$ cat config.mk
export PLATFORM = sky130hd
export DESIGN_NAME = uart_resp_tx
export DESIGN_NICKNAME = d
export VERILOG_FILES = /design/src/rtl/uart_resp_tx.sv
export SDC_FILE = /design/constraint.sdc
export NUM_CORES = 1
export LEC_CHECK = 0
export BUFFER_PORTS_ARGS = -buffer_cell sky130_fd_sc_hd__buf_2
export CORE_ASPECT_RATIO = 0.6
export CORE_MARGIN = 5
export CORE_UTILIZATION = 45
export DETAILED_ROUTE_END_ITERATION = 8
export PLACE_DENSITY = 0.7
export SLEW_MARGIN = 20
export SYNTH_ARGS = -nofsm -noshare
export SYNTH_HDL_FRONTEND = slang
export SYNTH_SLANG_ARGS = --single-unit
export TNS_END_PERCENT = 50
$ cat constraint.sdc
create_clock -name clk -period 2.4 [get_ports clk]
set_clock_uncertainty 0.1 [all_clocks]
set_input_delay 0 -clock clk [delete_from_list [all_inputs] [get_ports clk]]
set_output_delay 0 -clock clk [all_outputs]
set_load 0.1 [all_outputs]
$ cat src/rtl/uart_resp_tx.sv
// Response path of the UART debugger: formats one command result as ASCII
// (hex byte, "OK" or "?", each ended by CR LF) and serialises it as 8N1 frames.
module uart_resp_tx #(
  parameter int CLK_FREQ  = 50000000,
  parameter int BAUD_RATE = 115200
) (
  input  logic       clk,
  input  logic       rst_n,
  input  logic       i_resp_valid,
  output logic       o_resp_ready,
  input  logic [1:0] i_resp_kind,
  input  logic [7:0] i_resp_data,
  output logic       o_uart_tx_pin,
  output logic       o_busy
);
  localparam int BAUD_TICK = CLK_FREQ / BAUD_RATE;
  localparam int CNT_W = (BAUD_TICK > 1) ? $clog2(BAUD_TICK) : 1;
  localparam logic [CNT_W-1:0] CNT_LAST = CNT_W'(BAUD_TICK - 1);

  typedef enum logic [1:0] {IDLE, START, DATA, STOP} state_t;

  state_t           state;
  logic [CNT_W-1:0] baud_cnt;
  logic [2:0]       bit_idx;
  logic [1:0]       char_idx;
  logic [1:0]       last_idx;
  logic [1:0]       kind;
  logic [7:0]       data;
  logic [7:0]       cur_char;
  logic             bit_end;

  function automatic logic [7:0] hex(input logic [3:0] n);
    return (n < 4'd10) ? 8'h30 + {4'h0, n} : 8'h37 + {4'h0, n};
  endfunction

  // Character currently being shifted out, selected from the latched response.
  always_comb begin
    cur_char = 8'h0A;
    case (kind)
      2'b00: case (char_idx)
        2'd0:    cur_char = hex(data[7:4]);
        2'd1:    cur_char = hex(data[3:0]);
        2'd2:    cur_char = 8'h0D;
        default: cur_char = 8'h0A;
      endcase
      2'b01: case (char_idx)
        2'd0:    cur_char = 8'h4F;
        2'd1:    cur_char = 8'h4B;
        2'd2:    cur_char = 8'h0D;
        default: cur_char = 8'h0A;
      endcase
      default: case (char_idx)
        2'd0:    cur_char = 8'h3F;
        2'd1:    cur_char = 8'h0D;
        default: cur_char = 8'h0A;
      endcase
    endcase
  end

  assign bit_end = (baud_cnt == CNT_LAST);

  // The pin register follows the state one clock behind, so every bit is
  // exactly BAUD_TICK clocks wide and the start bit appears one edge after accept.
  always_ff @(posedge clk or negedge rst_n) begin
    if (!rst_n) begin
      state         <= IDLE;
      baud_cnt      <= '0;
      bit_idx       <= '0;
      char_idx      <= '0;
      last_idx      <= '0;
      kind          <= '0;
      data          <= '0;
      o_uart_tx_pin <= 1'b1;
      o_resp_ready  <= 1'b1;
      o_busy        <= 1'b0;
    end else begin
      case (state)
        START:   o_uart_tx_pin <= 1'b0;
        DATA:    o_uart_tx_pin <= cur_char[bit_idx];
        default: o_uart_tx_pin <= 1'b1;
      endcase

      case (state)
        IDLE: if (i_resp_valid) begin
          kind         <= i_resp_kind;
          data         <= i_resp_data;
          last_idx     <= i_resp_kind[1] ? 2'd2 : 2'd3;
          char_idx     <= '0;
          bit_idx      <= '0;
          baud_cnt     <= '0;
          state        <= START;
          o_resp_ready <= 1'b0;
          o_busy       <= 1'b1;
        end
        START: if (bit_end) begin
          baud_cnt <= '0;
          bit_idx  <= '0;
          state    <= DATA;
        end else baud_cnt <= baud_cnt + CNT_W'(1);
        DATA: if (bit_end) begin
          baud_cnt <= '0;
          if (bit_idx == 3'd7) state <= STOP;
          else bit_idx <= bit_idx + 3'd1;
        end else baud_cnt <= baud_cnt + CNT_W'(1);
        STOP: if (bit_end) begin
          baud_cnt <= '0;
          if (char_idx == last_idx) begin
            char_idx     <= '0;
            state        <= IDLE;
            o_resp_ready <= 1'b1;
            o_busy       <= 1'b0;
          end else begin
            char_idx <= char_idx + 2'd1;
            state    <= START;
          end
        end else baud_cnt <= baud_cnt + CNT_W'(1);
        default: state <= IDLE;
      endcase
    end
  end
endmodule

==> impl_metrics.toml <==
[die]
core.rowCount = 18
die_w_um = 96.6
core_um2 = 4230
dieArea_um2 = 5990
die_h_um = 62.0
pin_count = 16
initial_core_util_pct = 47.8

[sta]
worstMarginPinSlew_ns = 0.722
slew_headroom_pct = 51.9
fmax_mhz = 463
setup_tns_ns = 0
setup_viol = 0
drv_slew = 0
finalHoldViolations = 0
period_share_pct = 90.1
rsz0062_at_grt = "no"
setup_ws_ns = 0.238
period_minus_slack_ns = 2.16

[cts]
cts_made_buffers = 5
cts-root-buf = "clkbuf_8"
clock_sinks = 31
htree_levels = 2
insertion_delay_ns = 0.28
cts_tree = "yes"
clockBufferDepth = 2
post-cts-setup-buffers = 0
clk_pin_slew_ns = 0.07

[route]
drc = 0
drtPass1Iterations = 4
wl_met3_um = 394
wl_met1_mm = 2.25
drt_wl_total_mm = 4.26
ant_nets = 0
vias = 1619
top_layer_used = "met4"
detail_route.iter0.violations = 138
routed_via_density = 5.43
wire_per_inst_um = 14.3
wl_met2_mm = 1.56

[synth]
synth_area_leaders = "dfrtp_1, ha_1, mux2_2"
synth_edf_count = 0
synth_cell_types = 51
mappedNetlistArea_um2 = 2030
synth_flop_cell = "dfrtp_1"
synth_top_cell_by_area = "dfrtp_1"
ys_warn_count = 0
ys_seq_elements = 31
ys_seq_area_share_pct = 38.4
syn_inst = 208
synthesis.nets = 236
synth_top_area_share_pct = 35.8
synthArstFlopShare_pct = 100
syn_area_per_cell_um2 = 9.74

[power_and_ir_drop]
vdd_drop_max_mv = 0.265
leakage_nw = 1.07
p_per_area_nw_per_um2 = 412

[worst_setup_path]
startpoint_type = "register"
cp_cell_sequence = "inv_1, ha_1, nand2b_1, a2111oi_0, o311ai_0, o311a_1, nand3_1, a31o_1"
worstSetupPathType = "reg2reg"
crit_slowest_cell = "o311ai_0"
reg2regPathDepth = 8
arrival_ns = 2.28
required_ns = 2.52
crit_fanout = 4
r2r_end = "o_uart_tx_pin"
crit_path_max_incr_delay_ns = 0.53
r2r_slack_ns = 0.24
rr_startpoint = "data[4]"
endpoint_kind = "register"

[layout]
mostFrequentLayoutCells = "dfrtp_1, o21ai_0, inv_1, ha_1, buf_2"
nFillCells = 383
drive_above_1_share_pct = 18.1
final_common_cell = "dfrtp_1"
nNetsFinal = 266
stdcell_area_um2 = 2350
syn_to_final_growth_pct = 16.1
diodes = 0

[placement]
gp_congestion = 0.943
io_buffers = 15
place_ws_ns = 0.289
dp_hpwl_mm = 3.09
dpl-instance-area_um2 = 2140

[global_routing]
grt_antenna_before_repair = 0
grt_pass1_wl_mm = 7.19
grt_pass1_vias = 1477
grt_usage_pct = 15.3
grt.overflow.total = 0
grt_start_max_net_pins = 32

[min_path]
min_path_type = "in2async"

[status]
status = "finished, final reports clean"

[flow_run]
maxCapViolations = 0
stage by stage:
| step | util (%) | hold slack [ns] | total power [mW] | cells |
|---|---|---|---|---|
| finish | 55.6 | 0.225 | 0.969 | 298 |
| floorplan | - | -0.396 | 0.533 | 208 |
| CTS | 55.6 | 0.225 | 0.987 | 298 |
| global placement | 50.7 | -0.00361 | 0.553 | 279 |
| global route | 55.6 | 0.267 | 1.01 | 298 |
| detailed placement | 50.7 | -0.00243 | 0.554 | 279 |
worst max path at each step:
stage / endpoint / cells after the start / slack (ns) / startpoint
final: o_uart_tx_pin / 8 / 0.24 / data[4]
after global routing: o_uart_tx_pin / 8 / 0.12 / char_idx[0]
after CTS: o_uart_tx_pin / 8 / 0.26 / char_idx[1]
after detailed placement: o_uart_tx_pin / 8 / 0.29 / char_idx[0]
after global placement: o_uart_tx_pin / 8 / 0.30 / char_idx[1]
after floorplan: o_uart_tx_pin / 8 / 0.44 / char_idx[0]
worst max-delay path: cells and delay by family (launching register included):
family	cells	cell delay [ns]
compound gates	4	1.12
flops	1	0.39
fa+ha+maj	1	0.24
simple gates	2	0.18
buf+inv	1	0.06
state kept, by name, indices dropped and copies added, names as in the netlist:
name,cells
data,8
bit_idx,3
char_idx,2
o_uart_tx_pin,1
last_idx,2
kind,2
state,2
baud_cnt,9
o_resp_ready,1
o_busy,1
timing repair:
action,4_1_cts,5_1_grt
hold endpoints to repair,40,0
gates resized for setup,0,0
hold buffers,12,0
synth_stat cells, drive strengths merged (2+ instances only):
library cell	count
ha	15
inv	15
a211o	2
clkbuf	3
o21ai	20
xnor2	4
nor3b	2
buf	5
a21oi	4
mux2	12
mux2i	3
or2	2
nor3	4
a21boi	3
a21o	3
dfstp	2
nor2	13
o31ai	4
dfrtp	29
and3	5
xor2	2
nand3	7
a31oi	4
nand2b	7
nand2	12
nand4	2
nor2b	7
o2111ai	2
metal layers:
layer	up-vias	GRT usage, %
met5	-	0
met4	0	5.40
met3	8	5.57
met2	70	20.7
met1	740	22.4
li1	801	-
power by group:
part	switching (mW)	leakage [nW]	total [mW]	internal (mW)
sequential	0	0.401	0.523	0.523
combinational	0.0160	0.624	0.0345	0.0185
clock	0.187	0.0470	0.412	0.225
total	0.203	1.07	0.969	0.766
logic make-up after synthesis:
logic type,after synthesis,share of synthesized area [%]
flip-flops,31,38.4
adder cells (fa/ha/maj),15,9.26
AND/OR/NAND/NOR,64,18.2
multiplexers,15,8.15
XOR/XNOR,6,2.59
AO/OA/AOI/OAI,54,17.6
buffers and inverters,23,5.81
final cells by class:
cell class,count,area (um^2),area share (%)
Multi-Input combinational cell,154,1130,48.0
Sequential cell,31,778,33.1
Timing Repair Buffer,31,225,9.57
Clock buffer,6,82.6,3.51
Tap cell,60,75.1,3.19
Inverter,15,56.3,2.39
Clock inverter,1,5.00,0.213
Power figures use the tool's default switching activity.
